`config.mk`:
```
export PLATFORM = sky130hd
export DESIGN_NAME = fetch_unit_flat
export DESIGN_NICKNAME = d
export VERILOG_FILES = /design/src/rtl/fetch_unit_if.sv /design/src/rtl/fetch_unit.sv /design/src/flat_wrapper.sv
export SDC_FILE = /design/constraint.sdc
export NUM_CORES = 1
export LEC_CHECK = 0
export CAP_MARGIN = 20
export CORE_MARGIN = 3
export CORE_UTILIZATION = 47
export DETAILED_ROUTE_END_ITERATION = 10
export GPL_TIMING_DRIVEN = 0
export PLACE_DENSITY = 0.86
export SLEW_MARGIN = 20
export SYNTH_ARGS = -nofsm -noshare
export SYNTH_HDL_FRONTEND = slang
export SYNTH_SLANG_ARGS = --single-unit
export TNS_END_PERCENT = 30
```
`constraint.sdc`:
```
create_clock -name i_clk -period 2.9 [get_ports i_clk]
set_input_delay 0.725 -clock i_clk [delete_from_list [all_inputs] [get_ports i_clk]]
set_output_delay 0.725 -clock i_clk [all_outputs]
set_load 0.05 [all_outputs]
```
`src/rtl/fetch_unit_if.sv`:
```
// Fetch unit bus: instruction-memory request/response channel and the
// decoder-side handoff, plus the branch redirect inputs.
interface fetch_unit_if #(
    parameter int INSTRUCTION_WIDTH = 18,
    parameter int PC_WIDTH          = 14
);
    logic                         o_imem_req;
    logic [PC_WIDTH-1:0]          o_imem_addr;
    logic                         i_imem_ready;
    logic                         i_imem_rvalid;
    logic [INSTRUCTION_WIDTH-1:0] i_imem_rdata;
    logic                         o_inst_valid;
    logic [INSTRUCTION_WIDTH-1:0] o_inst;
    logic [PC_WIDTH-1:0]          o_inst_pc;
    logic                         i_inst_ready;
    logic                         i_redirect;
    logic [PC_WIDTH-1:0]          i_redirect_pc;

    // Fetch unit side.
    modport master (
        output o_imem_req, o_imem_addr, o_inst_valid, o_inst, o_inst_pc,
        input  i_imem_ready, i_imem_rvalid, i_imem_rdata,
        input  i_inst_ready, i_redirect, i_redirect_pc
    );

    // Memory / decoder environment side.
    modport slave (
        input  o_imem_req, o_imem_addr, o_inst_valid, o_inst, o_inst_pc,
        output i_imem_ready, i_imem_rvalid, i_imem_rdata,
        output i_inst_ready, i_redirect, i_redirect_pc
    );
endinterface

```
`src/rtl/fetch_unit.sv`:
```
// Instruction fetch unit: issues sequential word fetches, pairs in-order
// responses with their pc through a tag queue, buffers them for the decoder
// and discards stale responses after a redirect.
module fetch_unit #(
    parameter int INSTRUCTION_WIDTH = 18,
    parameter int PC_WIDTH          = 14,
    parameter int FIFO_DEPTH        = 2,
    parameter int RESET_PC          = 0
) (
    input  logic         i_clk,
    input  logic         i_rst,
    fetch_unit_if.master bus
);
    localparam int CW = $clog2(FIFO_DEPTH + 1);
    localparam int SW = CW + 1;
    localparam int PW = (FIFO_DEPTH > 1) ? $clog2(FIFO_DEPTH) : 1;
    localparam logic [PC_WIDTH-1:0] RESET_ADDR = PC_WIDTH'(RESET_PC);

    typedef enum logic [0:0] {ST_RUN = 1'b0, ST_DRAIN = 1'b1} state_e;

    // Circular pointer advance for non-power-of-two depths.
    function automatic logic [PW-1:0] ptr_inc(input logic [PW-1:0] p);
        logic [PW-1:0] r;
        if (p == PW'(FIFO_DEPTH - 1)) r = {PW{1'b0}};
        else                          r = p + PW'(1);
        return r;
    endfunction

    state_e                       state_q, state_d;
    logic [PC_WIDTH-1:0]          fetch_pc_q, fetch_pc_d;
    logic [CW-1:0]                out_cnt_q, out_cnt_d;
    logic [CW-1:0]                fifo_cnt_q, fifo_cnt_d;
    logic [CW-1:0]                discard_q, discard_d;
    logic [PW-1:0]                fifo_rd_q, fifo_rd_d, fifo_wr_q, fifo_wr_d;
    logic [PW-1:0]                tag_rd_q, tag_rd_d, tag_wr_q, tag_wr_d;
    logic [INSTRUCTION_WIDTH-1:0] fifo_inst_q [FIFO_DEPTH];
    logic [INSTRUCTION_WIDTH-1:0] fifo_inst_d [FIFO_DEPTH];
    logic [PC_WIDTH-1:0]          fifo_pc_q   [FIFO_DEPTH];
    logic [PC_WIDTH-1:0]          fifo_pc_d   [FIFO_DEPTH];
    logic [PC_WIDTH-1:0]          tag_q       [FIFO_DEPTH];
    logic [PC_WIDTH-1:0]          tag_d       [FIFO_DEPTH];

    logic req_s, issue_s, rsp_s, push_s, pop_s;

    // Handshake strobes; request credit ignores a same-cycle pop on purpose.
    always_comb begin
        req_s   = i_rst & ~bus.i_redirect &
                  ((SW'(out_cnt_q) + SW'(fifo_cnt_q)) < SW'(FIFO_DEPTH));
        issue_s = req_s & bus.i_imem_ready;
        rsp_s   = bus.i_imem_rvalid & (out_cnt_q != {CW{1'b0}});
        push_s  = rsp_s & (discard_q == {CW{1'b0}}) & ~bus.i_redirect;
        pop_s   = (fifo_cnt_q != {CW{1'b0}}) & bus.i_inst_ready;
    end

    // Next-state: counters, pointers, storage writes and RUN/DRAIN control.
    always_comb begin
        state_d     = state_q;
        fetch_pc_d  = fetch_pc_q;
        fifo_cnt_d  = fifo_cnt_q;
        discard_d   = discard_q;
        fifo_rd_d   = fifo_rd_q;
        fifo_wr_d   = fifo_wr_q;
        tag_rd_d    = tag_rd_q;
        tag_wr_d    = tag_wr_q;
        fifo_inst_d = fifo_inst_q;
        fifo_pc_d   = fifo_pc_q;
        tag_d       = tag_q;

        // Stale requests stay counted so total in-flight never exceeds the buffer.
        if (issue_s && !rsp_s) begin
            out_cnt_d = out_cnt_q + CW'(1);
        end else if (!issue_s && rsp_s) begin
            out_cnt_d = out_cnt_q - CW'(1);
        end else begin
            out_cnt_d = out_cnt_q;
        end

        if (bus.i_redirect) begin
            fetch_pc_d = bus.i_redirect_pc;
            fifo_cnt_d = {CW{1'b0}};
            fifo_rd_d  = {PW{1'b0}};
            fifo_wr_d  = {PW{1'b0}};
            tag_rd_d   = {PW{1'b0}};
            tag_wr_d   = {PW{1'b0}};
            discard_d  = rsp_s ? (out_cnt_q - CW'(1)) : out_cnt_q;
        end else begin
            if (issue_s) begin
                fetch_pc_d      = fetch_pc_q + PC_WIDTH'(1);
                tag_d[tag_wr_q] = fetch_pc_q;
                tag_wr_d        = ptr_inc(tag_wr_q);
            end else begin
                fetch_pc_d = fetch_pc_q;
            end
            if (rsp_s && (discard_q != {CW{1'b0}})) begin
                discard_d = discard_q - CW'(1);
            end else if (rsp_s) begin
                tag_rd_d = ptr_inc(tag_rd_q);
            end else begin
                discard_d = discard_q;
            end
            if (push_s) begin
                fifo_inst_d[fifo_wr_q] = bus.i_imem_rdata;
                fifo_pc_d[fifo_wr_q]   = tag_q[tag_rd_q];
                fifo_wr_d              = ptr_inc(fifo_wr_q);
            end else begin
                fifo_wr_d = fifo_wr_q;
            end
            if (pop_s) begin
                fifo_rd_d = ptr_inc(fifo_rd_q);
            end else begin
                fifo_rd_d = fifo_rd_q;
            end
            case ({push_s, pop_s})
                2'b10:   fifo_cnt_d = fifo_cnt_q + CW'(1);
                2'b01:   fifo_cnt_d = fifo_cnt_q - CW'(1);
                default: fifo_cnt_d = fifo_cnt_q;
            endcase
        end

        case (state_q)
            ST_RUN:   state_d = (bus.i_redirect && (discard_d != {CW{1'b0}})) ? ST_DRAIN : ST_RUN;
            ST_DRAIN: state_d = (discard_d == {CW{1'b0}}) ? ST_RUN : ST_DRAIN;
            default:  state_d = ST_RUN;
        endcase
    end

    // Outputs: request from registered state, FIFO head zeroed while empty.
    always_comb begin
        bus.o_imem_req   = req_s;
        bus.o_imem_addr  = fetch_pc_q;
        bus.o_inst_valid = (fifo_cnt_q != {CW{1'b0}});
        if (fifo_cnt_q != {CW{1'b0}}) begin
            bus.o_inst    = fifo_inst_q[fifo_rd_q];
            bus.o_inst_pc = fifo_pc_q[fifo_rd_q];
        end else begin
            bus.o_inst    = {INSTRUCTION_WIDTH{1'b0}};
            bus.o_inst_pc = {PC_WIDTH{1'b0}};
        end
    end

    // Control state register with synchronous active-low reset.
    always_ff @(posedge i_clk) begin
        if (!i_rst) begin
            state_q    <= ST_RUN;
            fetch_pc_q <= RESET_ADDR;
            out_cnt_q  <= {CW{1'b0}};
            fifo_cnt_q <= {CW{1'b0}};
            discard_q  <= {CW{1'b0}};
            fifo_rd_q  <= {PW{1'b0}};
            fifo_wr_q  <= {PW{1'b0}};
            tag_rd_q   <= {PW{1'b0}};
            tag_wr_q   <= {PW{1'b0}};
        end else begin
            state_q    <= state_d;
            fetch_pc_q <= fetch_pc_d;
            out_cnt_q  <= out_cnt_d;
            fifo_cnt_q <= fifo_cnt_d;
            discard_q  <= discard_d;
            fifo_rd_q  <= fifo_rd_d;
            fifo_wr_q  <= fifo_wr_d;
            tag_rd_q   <= tag_rd_d;
            tag_wr_q   <= tag_wr_d;
        end
    end

    // Buffer and tag storage; entries only become visible through the counts.
    always_ff @(posedge i_clk) begin
        fifo_inst_q <= fifo_inst_d;
        fifo_pc_q   <= fifo_pc_d;
        tag_q       <= tag_d;
    end
endmodule

```
`src/flat_wrapper.sv`:
```
// flat-port wrapper written by rule: the top's interface ports become plain ports
module fetch_unit_flat 
#(
    parameter int INSTRUCTION_WIDTH = 18,
    parameter int PC_WIDTH          = 14,
    parameter int FIFO_DEPTH        = 2,
    parameter int RESET_PC          = 0
)
  (i_clk, i_rst, bus_o_imem_req, bus_o_imem_addr, bus_o_inst_valid, bus_o_inst, bus_o_inst_pc, bus_i_imem_ready, bus_i_imem_rvalid, bus_i_imem_rdata, bus_i_inst_ready, bus_i_redirect, bus_i_redirect_pc);
  fetch_unit_if #(.INSTRUCTION_WIDTH(INSTRUCTION_WIDTH), .PC_WIDTH(PC_WIDTH)) bus_i ();
  input  logic i_clk;
  input  logic i_rst;
  output wire logic [$bits(bus_i.o_imem_req)-1:0] bus_o_imem_req;
  output wire logic [$bits(bus_i.o_imem_addr)-1:0] bus_o_imem_addr;
  output wire logic [$bits(bus_i.o_inst_valid)-1:0] bus_o_inst_valid;
  output wire logic [$bits(bus_i.o_inst)-1:0] bus_o_inst;
  output wire logic [$bits(bus_i.o_inst_pc)-1:0] bus_o_inst_pc;
  input wire logic [$bits(bus_i.i_imem_ready)-1:0] bus_i_imem_ready;
  input wire logic [$bits(bus_i.i_imem_rvalid)-1:0] bus_i_imem_rvalid;
  input wire logic [$bits(bus_i.i_imem_rdata)-1:0] bus_i_imem_rdata;
  input wire logic [$bits(bus_i.i_inst_ready)-1:0] bus_i_inst_ready;
  input wire logic [$bits(bus_i.i_redirect)-1:0] bus_i_redirect;
  input wire logic [$bits(bus_i.i_redirect_pc)-1:0] bus_i_redirect_pc;
  assign bus_o_imem_req = bus_i.o_imem_req;
  assign bus_o_imem_addr = bus_i.o_imem_addr;
  assign bus_o_inst_valid = bus_i.o_inst_valid;
  assign bus_o_inst = bus_i.o_inst;
  assign bus_o_inst_pc = bus_i.o_inst_pc;
  assign bus_i.i_imem_ready = bus_i_imem_ready;
  assign bus_i.i_imem_rvalid = bus_i_imem_rvalid;
  assign bus_i.i_imem_rdata = bus_i_imem_rdata;
  assign bus_i.i_inst_ready = bus_i_inst_ready;
  assign bus_i.i_redirect = bus_i_redirect;
  assign bus_i.i_redirect_pc = bus_i_redirect_pc;
  fetch_unit #(.INSTRUCTION_WIDTH(INSTRUCTION_WIDTH), .PC_WIDTH(PC_WIDTH), .FIFO_DEPTH(FIFO_DEPTH), .RESET_PC(RESET_PC)) u_core (.i_clk(i_clk), .i_rst(i_rst), .bus(bus_i));
endmodule
```
==> impl_metrics.tcl <==
set metrics [dict create \
    finalWeightedCongestion 0.826 \
    synth-edff-count 92 \
    syn-num-nets 387 \
    drt_iter0_markers 129 \
    path_clk_slew_ns 0.05 \
    end_kind "primary output" \
    grt-ovfl-total 0 \
    rsz0062_at_grt "false" \
    ir_drop_v 0.000426 \
    ys.warnings.count 0 \
    drt-total-wl_mm 9.28 \
    critPathKind "reg2out" \
    final_common_cell "edfxtp_1" \
    clkSinkCount 116 \
    hold_violations 0 \
    crit_required_ns 2.17 \
    fin_nets 490 \
    dp_hpwl_mm 6.19 \
    max_freq_mhz 361 \
    start_util 0.484 \
    post_cts_buffers 0 \
    tightest_slew_ns 0.680 \
    critPathMaxStageDelay_ns 0.54 \
    grt_pass1_vias 3021 \
    relSlewSlack 0.545 \
    ys.flop_type "edfxtp_1" \
    cp_cell_sequence "and2_1, fa_1, nor3_2, buf_4" \
    avgRoutedWirePerCell_um 15.7 \
    yosysSeqAreaShare 0.683 \
    start_kind "register" \
    first_pass_iters 4 \
    groute.usage.overall 0.172 \
    power.leakage_uw 0.00218 \
    syn_avg_cell_area_um2 13.8 \
    antenna_found_initial 0 \
    route.detailed.drc 0 \
    postRouteAntennaNets 0 \
    hold_buffers 0 \
    port_buffers 83 \
    status "completed" \
    critPathTopFamily "adder cells" \
    fp.coreArea_mm2 0.00982 \
    ys_types 38 \
    fillCellCount 733 \
    critPathMaxFanout 4 \
    htreeDepth 4 \
    cts_tree "built" \
    finalSetupViolations 0 \
    finalCritPeriodShare 0.955 \
    layout_common_cells "edfxtp_1 (92), clkdlybuf4s50_1 (51), nor2_1 (42)" \
    grt_pass1_wl_mm 14.9 \
    crit_slowest_cell "fa_1" \
    reg2reg_slack_ns 0.19 \
    die-height_um 107 \
    insertion_delay_ns 0.51 \
    cts-root-buf "clkbuf_8" \
    routed_via_density 5.06 \
    report.final.slew_viol_count 0 \
    multiInputGateArea_mm2 0.00143 \
    finClkSkew_ns 0.00902 \
    cts_inserted_buffers 17 \
    layout-drive-gt1-share 0.196 \
    min_period_ns 2.77 \
    vias 2994 \
    fp.dieArea_mm2 0.0113 \
    ioPinCount 86 \
    synth_area_mm2 0.00475 \
    min_path_type "reg2reg" \
    die-width_um 107 \
    final_util 0.658 \
    grt_max_degree 22 \
    arrival_ns 2.04 \
    row_count 36 \
    postSynth.asyncResetShare 0 \
    area_growth_pct 36.0 \
    regArea_mm2 0.00324 \
    power_density_mw_per_mm2 752 \
    ys_ff_latch 116 \
    synth_cells 343 \
    finalPower_uw 4860 \
    drv_cap 0 \
    critPathBufInv 1 \
    clockBufferDepth 2 \
    tns_ns 0 \
    diodes 0 \
]
[logic make-up (layout without fill, tap and decap cells)]
kind of cell               after synthesis  in the layout  share of synthesized area
DFF                                    116            116                      0.683
and+or+nand+nor                         95             95                     0.0954
muxes                                   48             48                      0.105
AOI/OAI and AO/OA                       30             30                     0.0377
buffers and inverters                   27            143                     0.0232
xor gates and xnor gates                21             21                     0.0387
adders and majority gates                6              6                     0.0174
[flip-flops by register name, indices dropped and copies added, names as in the netlist]
| signal | flops |
|---|---|
| u_core.tag_wr_q | 1 |
| u_core.out_cnt_q | 2 |
| u_core.fifo_pc_q | 28 |
| u_core.tag_rd_q | 1 |
| u_core.fifo_cnt_q | 2 |
| u_core.discard_q | 2 |
| u_core.fifo_wr_q | 1 |
| u_core.bus.o_imem_addr | 14 |
| u_core.tag_q | 28 |
| u_core.fifo_rd_q | 1 |
| u_core.fifo_inst_q | 36 |
[layer usage]
layer | wire length [um] | vias to the layer above | track usage | part of all wire
li1 | - | 1454 | - | -
met1 | 3930 | 1417 | 0.212 | 0.42
met2 | 4700 | 110 | 0.287 | 0.51
met3 | 554 | 13 | 0.0619 | 0.060
met4 | 101 | 0 | 0.0466 | 0.011
met5 | 0 | - | 0 | 0
[worst paths after layout]
path,startpoint,to,depth (start not counted)
worst max-delay path,u_core.fifo_cnt_q[0],bus_o_imem_req,4
worst min register to register,u_core.bus.o_imem_addr[12],u_core.tag_q[12],0
worst min-delay path,u_core.bus.o_imem_addr[12],u_core.tag_q[12],0
worst max register to register,u_core.fifo_cnt_q[0],u_core.bus.o_imem_addr[13],7
[worst reg2reg max path, stage by stage, from the launching register on]
cell and delay (ns):
dfxtp_1 0.35, and2_1 0.19, fa_1 0.54, or3b_1 0.43
buf_6 0.16, nor3_1 0.46, mux2i_1 0.25, o311ai_0 0.16
[layout make-up]
cell class,count,area share
buffer,15,0.0122
clock buffer,17,0.0641
clock inverter,15,0.0329
inverter,11,0.00639
multi-input combinational,200,0.221
sequential,116,0.502
tap,133,0.0258
timing repair buffer,85,0.136
[power by group]
part	switching, uW	internal [uW]
sequential	73.0	1930
combinational	406	288
clock	695	1470
[what timing repair did]
item,4_1_cts,5_1_grt
endpoints found under the setup margin,33,40
cloned,0,0
resized for setup,88,18
[cell usage after synthesis (all sizes together), types with 2 or more instances]
cell type  count  share of area
xor2           6          0.011
nor3          10          0.011
nor2          44          0.035
and2           8          0.011
mux2i         34          0.072
clkbuf        14          0.011
nor3b          2         0.0042
ha             5          0.013
o21ai         13          0.014
o211ai         2         0.0032
nand2b         2         0.0026
mux2          14          0.033
buf            2         0.0034
inv           11         0.0087
a22o           2         0.0037
nand2         13          0.010
a21oi          8         0.0084
dfxtp         24           0.10
nand4          4         0.0053
edfxtp        92           0.58
xnor2         15          0.028
nand3          4         0.0042
[per-stage QoR]
step,worst slack [ns],hold WS [ns],instance area (um2),instances
finish,0.130,0.532,6460,592
global placement,-1.21,0.496,5760,559
CTS,-0.0510,0.526,6470,593
detailed placement,-0.385,0.508,5820,561
floorplan,-0.0135,0.492,4760,343
global route,0.0122,0.541,6460,592
(Power assumes the default switching activity.)
==> patch: new RTL, config.mk and constraints unchanged <==
`FIFO_DEPTH` is set to 2 in 2 places; all go to 1.
--- a/src/rtl/fetch_unit.sv
+++ b/src/rtl/fetch_unit.sv
@@ -4,7 +4,7 @@
 module fetch_unit #(
     parameter int INSTRUCTION_WIDTH = 18,
     parameter int PC_WIDTH          = 14,
-    parameter int FIFO_DEPTH        = 2,
+    parameter int FIFO_DEPTH        = 1,
     parameter int RESET_PC          = 0
 ) (
     input  logic         i_clk,
--- a/src/flat_wrapper.sv
+++ b/src/flat_wrapper.sv
@@ -3,7 +3,7 @@
 #(
     parameter int INSTRUCTION_WIDTH = 18,
     parameter int PC_WIDTH          = 14,
-    parameter int FIFO_DEPTH        = 2,
+    parameter int FIFO_DEPTH        = 1,
     parameter int RESET_PC          = 0
 )
   (i_clk, i_rst, bus_o_imem_req, bus_o_imem_addr, bus_o_inst_valid, bus_o_inst, bus_o_inst_pc, bus_i_imem_ready, bus_i_imem_rvalid, bus_i_imem_rdata, bus_i_inst_ready, bus_i_redirect, bus_i_redirect_pc);
Formal check against the unedited RTL: not equivalent (a bounded check fails within 4 cycles, from zero or initial values and one cycle with i_rst low).
==> patch against the original RTL <==
- sequential power decreased by 49%
- wire length fell by 42%
- sequential share of layout area fell by 3.5 points
- sequential cell count decreased by 53
- power down 61%
- critical path depth stayed put
- worst setup slack worse by 0.038 ns
- synthesized cell count shrank 46%
- final area is 43% lower
- synthesized area is 47% lower
- critical path type is now in2out
- largest cell class unchanged
==> patch: results (changes against the original RTL) <==
Place
  • Routability Congestion: 0.8047 (-2.6%)
  • DPL Wire Length: 3815 um (-38%)
  • Inst Count DP: 339 (-40%)

GRT
  • GRT Overall Usage: 0.1790 (+0.007192)
  • Vias in the first global route: 1,749 (-42%)
  • Global-route wire length before repair: 8431 um (-43%)
  • Largest net degree at the start of global routing: 18 (-18%)

Status
  • Status: complete, no violations

Logic synthesis
  • Synth Area in Adders: 0.004995 (-0.01239)
  • Post-synthesis mux area share: 0.007992 (-0.09686)
  • Top post-synthesis cells by count: edfxtp_1 (46), and2_1 (35), dfxtp_1 (17)
  • Post-synthesis sequential area ratio: 0.6873 (+0.004489)
  • Number of synthesized flops with an enable pin: 46 (-50%)
  • Net Count, Synth: 225 (-42%)
  • Synth Area in Compound Gates: 0.06294 (+0.02527)
  • Netlist cell types: 32 (-16%)

Cells and area
  • Max reg flops: 18 (-50%)
  • Nets: 321 (-34%)
  • Share of cells above drive strength 1: 0.06620 (-0.1299)
  • Fill count: 345 (-53%)

Setup path
  • Reg2Reg Setup Slack: 1.10 ns (+0.91 ns)
  • Reg2reg path depth: 3 (-4)
  • Worst-path maximum fanout: 8 (+4)
  • Crit-path slowest cell: clkdlybuf4s50_1
  • CP peak stage delay: 0.65 ns (+0.11 ns)
  • Reg2reg start: u_core.out_cnt_q

Route
  • DR vias/cell: 4.952 (-2.1%)
  • Routed WL per cell: 15.19 um (-3.1%)

Power
  • Leak pwr: 0.001696 uW (-22%)
  • Peak supply drop: 0.2592 mV (-39%)

STA
  • Slew @ Worst Pin: 0.7613 ns (+0.08155 ns)
  • Max Clock Skew: 0.005376 ns (-0.003649 ns)

Hold path
  • Min-delay src: u_core.tag_q[8]

Clock tree
  • CTS HTree Levels: 3 (-1)
  • Clock latency at the later pin of the worst-skew pair: 0.33 ns (-0.18 ns)
## patch: cell count changes after synthesis, sizes merged, moves of 5 or more
cell    before  now
and2         8   35
clkbuf      14    7
dfxtp       24   17
edfxtp      92   46
inv         11    4
mux2        14    0
mux2i       34    2
nand2       13    5
nor2        44    2
nor3        10    4
xnor2       15   10
## patch: cell type report
| cell class | instances | share of cell area |
|---|---|---|
| well taps | 67 | 0.02275 |
| plain buffers | 7 | 0.009168 |
| multi-input cells | 111 | 0.2014 |
| flip-flops and latches | 63 | 0.4672 |
| repair buffers | 86 | 0.2469 |
| clock inverters | 6 | 0.01392 |
| clock buffers | 10 | 0.03463 |
| inverters | 4 | 0.004075 |
## patch: worst max-delay path by stage
stage | startpoint | end | slack (ns)
global route | i_rst | bus_o_imem_req | 0.03
global placement | bus_i_redirect | u_core.fifo_inst_q[11] | -0.66
finish | i_rst | bus_o_imem_req | 0.09
floorplan | bus_i_redirect | u_core.tag_q[0] | -0.16
CTS | u_core.bus.o_inst_valid | bus_o_inst_pc[11] | 0.007
detailed placement | bus_i_redirect | bus_o_imem_req | -0.52
## patch: per-layer routing
layer | global-route usage | vias up | share of wire | wire length [um]
li1 | - | 867 | - | -
met1 | 0.2048 | 798 | 0.42 | 2244
met3 | 0.06122 | 9 | 0.080 | 431
met5 | 0 | - | 0 | 0
met4 | 0.07216 | 0 | 0.014 | 74
met2 | 0.3064 | 79 | 0.49 | 2627
## patch: per-stage QoR
stage	area [um^2]	setup WS, ns
after floorplan	2510	-0.1572
after global placement	3445	-0.6634
after detailed placement	3466	-0.5223
after CTS	3630	0.006685
after global routing	3685	0.03170
final	3685	0.09272
## patch: what timing repair did
item	CTS	global route
gates resized for setup	14	22
endpoints found under the setup margin	9	22
hold buffers	0	0
## patch: where the power goes
group          switching (uW)  internal (uW)  leakage [uW]
Sequential               25.3            991      0.000562
Clock                     304            385     0.0000925
Combinational             103           91.2       0.00104
## patch: cell families (layout without fill, tap and decap cells)
| logic type | count (synthesis) | after routing |
|---|---|---|
| flops | 63 | 63 |
| simple gates | 68 | 68 |
| mux | 2 | 2 |
| buf+inv | 12 | 113 |
| compound gates | 28 | 28 |
| xor+xnor | 12 | 12 |
| fa+ha+maj | 1 | 1 |
